==> src/rtl/div_pkg.sv <==
// Shared types and constants for the sequential 4-bit restoring divider.
package div_pkg;

  typedef enum logic [1:0] {
    IDLE = 2'd0,
    CALC = 2'd1,
    DONE = 2'd2
  } div_state_e;

  localparam int unsigned DIV_ITERATIONS = 4;
  localparam logic [3:0]  DBZ_QUOTIENT   = 4'hF;

endpackage

==> src/rtl/subtractor_4bit.sv <==
// 4-bit subtractor: diff = a - b - bin, bout is the borrow out of the MSB.
module subtractor_4bit (
  input  logic [3:0] a,
  input  logic [3:0] b,
  input  logic       bin,
  output logic [3:0] diff,
  output logic       bout
);

  logic [4:0] full;

  assign full = {1'b0, a} - {1'b0, b} - {4'b0000, bin};
  assign diff = full[3:0];
  assign bout = full[4];

endmodule

==> src/rtl/divider_4bit_seq.sv <==
// Sequential 4-bit unsigned restoring divider: one quotient bit per CALC cycle,
// divide-by-zero short-circuits straight to DONE.
module divider_4bit_seq
  import div_pkg::*;
(
  input  logic       clk,
  input  logic       rst,
  input  logic       start,
  input  logic [3:0] dividend,
  input  logic [3:0] divisor,
  output logic       busy,
  output logic       done,
  output logic [3:0] quotient,
  output logic [3:0] remainder,
  output logic       div_by_zero
);

  localparam int unsigned CntW = $clog2(DIV_ITERATIONS);
  localparam logic [CntW-1:0] CntLast = CntW'(DIV_ITERATIONS - 1);

  div_state_e    state_q, state_d;
  logic [3:0]    q_q, q_d;
  logic [3:0]    r_q, r_d;
  logic [3:0]    d_q, d_d;
  logic [CntW-1:0] cnt_q, cnt_d;
  logic [3:0]    quotient_q, quotient_d;
  logic [3:0]    remainder_q, remainder_d;
  logic          dbz_q, dbz_d;

  logic [4:0] s;
  logic [3:0] diff;
  logic       bout;
  logic       take;
  logic [3:0] q_next;
  logic [3:0] r_next;

  // Shifted partial remainder; bit 4 set means it already exceeds any 4-bit divisor.
  assign s = {r_q, q_q[3]};

  subtractor_4bit u_sub (
    .a   (s[3:0]),
    .b   (d_q),
    .bin (1'b0),
    .diff(diff),
    .bout(bout)
  );

  assign take   = s[4] | ~bout;
  assign q_next = {q_q[2:0], take};
  assign r_next = take ? diff : s[3:0];

  always_comb begin
    state_d     = state_q;
    q_d         = q_q;
    r_d         = r_q;
    d_d         = d_q;
    cnt_d       = cnt_q;
    quotient_d  = quotient_q;
    remainder_d = remainder_q;
    dbz_d       = dbz_q;
    unique case (state_q)
      IDLE: begin
        if (start) begin
          if (divisor != 4'd0) begin
            q_d     = dividend;
            d_d     = divisor;
            r_d     = 4'd0;
            cnt_d   = '0;
            state_d = CALC;
          end else begin
            quotient_d  = DBZ_QUOTIENT;
            remainder_d = dividend;
            dbz_d       = 1'b1;
            state_d     = DONE;
          end
        end
      end
      CALC: begin
        q_d   = q_next;
        r_d   = r_next;
        cnt_d = cnt_q + 1'b1;
        if (cnt_q == CntLast) begin
          quotient_d  = q_next;
          remainder_d = r_next;
          dbz_d       = 1'b0;
          state_d     = DONE;
        end
      end
      DONE:    state_d = IDLE;
      default: state_d = IDLE;
    endcase
  end

  always_ff @(posedge clk) begin
    if (rst) begin
      state_q     <= IDLE;
      q_q         <= 4'd0;
      r_q         <= 4'd0;
      d_q         <= 4'd0;
      cnt_q       <= '0;
      quotient_q  <= 4'd0;
      remainder_q <= 4'd0;
      dbz_q       <= 1'b0;
    end else begin
      state_q     <= state_d;
      q_q         <= q_d;
      r_q         <= r_d;
      d_q         <= d_d;
      cnt_q       <= cnt_d;
      quotient_q  <= quotient_d;
      remainder_q <= remainder_d;
      dbz_q       <= dbz_d;
    end
  end

  assign busy        = (state_q == CALC);
  assign done        = (state_q == DONE);
  assign quotient    = quotient_q;
  assign remainder   = remainder_q;
  assign div_by_zero = dbz_q;

endmodule
==> config.mk <==
export PLATFORM = sky130hd
export DESIGN_NAME = divider_4bit_seq
export DESIGN_NICKNAME = d
export VERILOG_FILES = /design/src/rtl/div_pkg.sv /design/src/rtl/subtractor_4bit.sv /design/src/rtl/divider_4bit_seq.sv
export SDC_FILE = /design/constraint.sdc
export NUM_CORES = 1
export LEC_CHECK = 0
export ABC_CLOCK_PERIOD_IN_PS = 2700
export CAP_MARGIN = 10
export CORE_MARGIN = 5
export CORE_UTILIZATION = 51
export DETAILED_ROUTE_END_ITERATION = 7
export PLACE_DENSITY = 0.77
export SLEW_MARGIN = 20
export SYNTH_ARGS = -nofsm -noshare
export SYNTH_HDL_FRONTEND = slang
export SYNTH_SLANG_ARGS = --single-unit
==> constraint.sdc <==
create_clock -name clk -period 2.7 [get_ports clk]
set_input_delay 0.54 -clock clk [delete_from_list [all_inputs] [get_ports clk]]
set_output_delay 0.54 -clock clk [all_outputs]
set_load 0.1 [all_outputs]
==> flow_summary.json <==
{
  "p_leak_nw": 0.568,
  "pin_count_of_the_biggest_net_entering_global_routing": 28,
  "core_utilization_of_the_finished_layout": 0.634,
  "post_synthesis_instance_area_mm2": 0.00123,
  "clock_tree.htree_level_count": 1,
  "final_nets": 177,
  "number_of_diodes": 0,
  "area_of_the_die_mm2": 0.00351,
  "clock.fmax_ghz": 0.428,
  "clock-root-buffer": "clkbuf_4",
  "timing.hold.worst_endpoint": "d_q[1]",
  "critical_path_peak_fanout": 16,
  "period_share": 0.865,
  "min-delay-path-class": "register to register",
  "max_slew.worst_pin.slew_ns": 0.559,
  "timing.critical_path.cells": "clkdlybuf4s50_1, or4_4, or4b_4, nand2_4, nor2_1, a311oi_1",
  "area_delta_synth_final_pct": 15.8,
  "cts_tree": "done",
  "core_area_mm2": 0.00225,
  "initial_antenna_violation_count": 0,
  "cts.sinks": 25,
  "asyncSetResetFlopFracSynth": 0,
  "synth-edff-count": 0,
  "finalWirelength_um": 2490,
  "rr_worst_depth": 6,
  "wp_data_required_ns": 2.94,
  "cts_buffer_depth": 2,
  "gp_routability_congestion": 0.759,
  "io_buffer_count": 21,
  "ys_seq_elements": 25,
  "insertion_delay_ns": 0.32,
  "dieWidth_um": 59.2,
  "initial_utilization": 0.548,
  "final_worst_clock_skew_ns": 0.00440,
  "rsz0062_at_grt": "no",
  "placementRows": 17,
  "place_hpwl_um": 1910,
  "dieHeight_um": 59.2,
  "postCtsSetupRepairBufs": 0,
  "postSynthCellCount": 140,
  "timing_hold_violations_final": 0,
  "drt_first_iter_violations": 14,
  "top_level_i_o_count": 22,
  "final_common_cell": "dfxtp_1",
  "first_pass_grt_wire_length_um": 4110,
  "worstHoldStart": "d_q[1]",
  "cp-start-kind": "primary input",
  "worst_path_dominant_cell_family": "simple AND/OR/NAND/NOR gates",
  "num-fill-cells": 208,
  "reg2reg_from": "state_q[1]",
  "critical_path_buf_inv_count": 1,
  "worst_path_max_delay_cell": "or4_4",
  "detail_route.wl_per_cell_um": 13.3,
  "dp.cells": 183,
  "cp_data_arrival_time_ns": 2.57,
  "cts_hold_buf": 0,
  "numCtsBuffers": 3,
  "ys_seq_area_frac": 0.405,
  "detail_route.vias_per_cell": 5.55,
  "drtPass1Iterations": 4,
  "post_layout_cell_count": 187,
  "max-cap-violations": 0,
  "worstSetupPathType": "primary input to register",
  "worstHoldPathCells": 2,
  "setup_viol": 0,
  "drive_gt1_frac": 0.164,
  "post_synth.cell_area_avg_um2": 8.82,
  "r2r-end": "remainder[2]",
  "crit_path_max_incr_delay_ns": 0.56,
  "final_cell_mix": "dfxtp_1, nand2_1, nor2_1",
  "worst_ir_drop_vdd_mv": 0.383,
  "pre_cts_slack_ns": 0.0178,
  "final.min_clock_period_ns": 2.34,
  "final_antenna_net_count": 0,
  "reg2reg_setup_slack_ns": 0.67,
  "powerDensity_mw_per_mm2": 548,
  "total_global_routing_track_utilization": 0.153,
  "syn_nets": 157,
  "finalSetupTns_ns": 0,
  "ys.flop_type": "dfxtp_1",
  "remaining_drc_errors": 0,
  "route.vias.total": 1038,
  "grt_pass1_vias": 939,
  "drv_slew": 0,
  "unique_cell_type_count_in_the_yosys_netlist": 33,
  "timing.final.ws_setup_ns": 0.365,
  "post_cts_resize_count": 0,
  "grt_overflow_total": 0,
  "synth.yosys.warnings": 0,
  "clkSlewWorstSetupHoldPaths_ns": 0.14,
  "end_kind": "register",
  "status": "finished, final reports clean",
  "relSlewSlack": 0.626
}
-- report_power, final --
part / internal [mW] / switching [mW] / total [mW]
sequential: 0.391 / 0.0174 / 0.408
combinational: 0.0773 / 0.128 / 0.205
clock: 0.0565 / 0.113 / 0.170
total: 0.525 / 0.259 / 0.784
-- worst reg2reg max path: stages (launching register included) --
cell and delay [ns]:
dfxtp_1 0.38, nand2b_1 0.32, inv_1 0.50, nand2_1 0.23, nand2_4 0.23, nor2_1 0.06, a311oi_1 0.24
-- metal layers --
layer	up-vias	wire (um)	GRT usage
met5	-	0	0
met4	0	23	0.0583
met3	2	125	0.0305
met2	23	1210	0.259
met1	486	1140	0.189
li1	527	-	-
-- per-stage QoR --
stage | hold slack (ns) | power [mW] | instance area [um^2]
after global routing | 0.500 | 0.833 | 1430
final | 0.471 | 0.784 | 1430
after floorplan | 0.436 | 0.571 | 1230
after global placement | 0.445 | 0.615 | 1400
after CTS | 0.474 | 0.791 | 1430
after detailed placement | 0.456 | 0.621 | 1400
-- kinds of logic after synthesis --
kind of cell,Yosys count,synth area share
xor+xnor,2,0.0142
compound gates,31,0.178
flops,25,0.405
fa+ha+maj,6,0.0669
mux,3,0.0253
buf+inv,13,0.0770
simple gates,60,0.233
-- cells in the mapped netlist (2+ instances only) --
library cell	number	area share
dfxtp_1	25	0.41
nand2_1	21	0.064
nor2_1	21	0.064
a21oi_1	12	0.049
a311oi_1	7	0.050
inv_1	6	0.018
ha_1	5	0.051
nand3_1	4	0.016
o211ai_1	4	0.024
a211oi_1	3	0.018
clkbuf_8	3	0.033
nand2b_1	3	0.015
a211oi_2	2	0.020
clkbuf_1	2	0.0061
mux2i_1	2	0.016
nor2_2	2	0.010
xnor2_1	2	0.014
-- how the worst max path moves through the flow --
stage	from	endpoint	slack (ns)	depth (start not counted)
3_3_place_gp	divisor[0]	remainder[3]	0.05	6
5_1_grt	divisor[0]	remainder[1]	0.26	6
4_1_cts	divisor[0]	remainder[2]	0.37	6
6_report	divisor[0]	remainder[2]	0.37	6
2_1_floorplan	state_q[1]	busy	0.38	4
3_5_place_dp	divisor[0]	remainder[2]	0.02	6
-- area by class of cell --
class	instances	area, um^2	area share
multi-input combinational	102	639	0.447
clock inverter	1	7.51	0.00525
tap	28	35.0	0.0245
sequential	25	500	0.350
inverter	6	22.5	0.0157
timing repair buffer	22	203	0.142
clock buffer	3	22.5	0.0157
-- sequential cells by signal, summed over array words and instances (netlist names) --
name / flops
quotient: 4
remainder: 4
cnt_q: 2
state_q: 2
q_q: 4
div_by_zero: 1
r_q: 4
d_q: 4
Note: power is estimated with default switching activity, not from simulation.
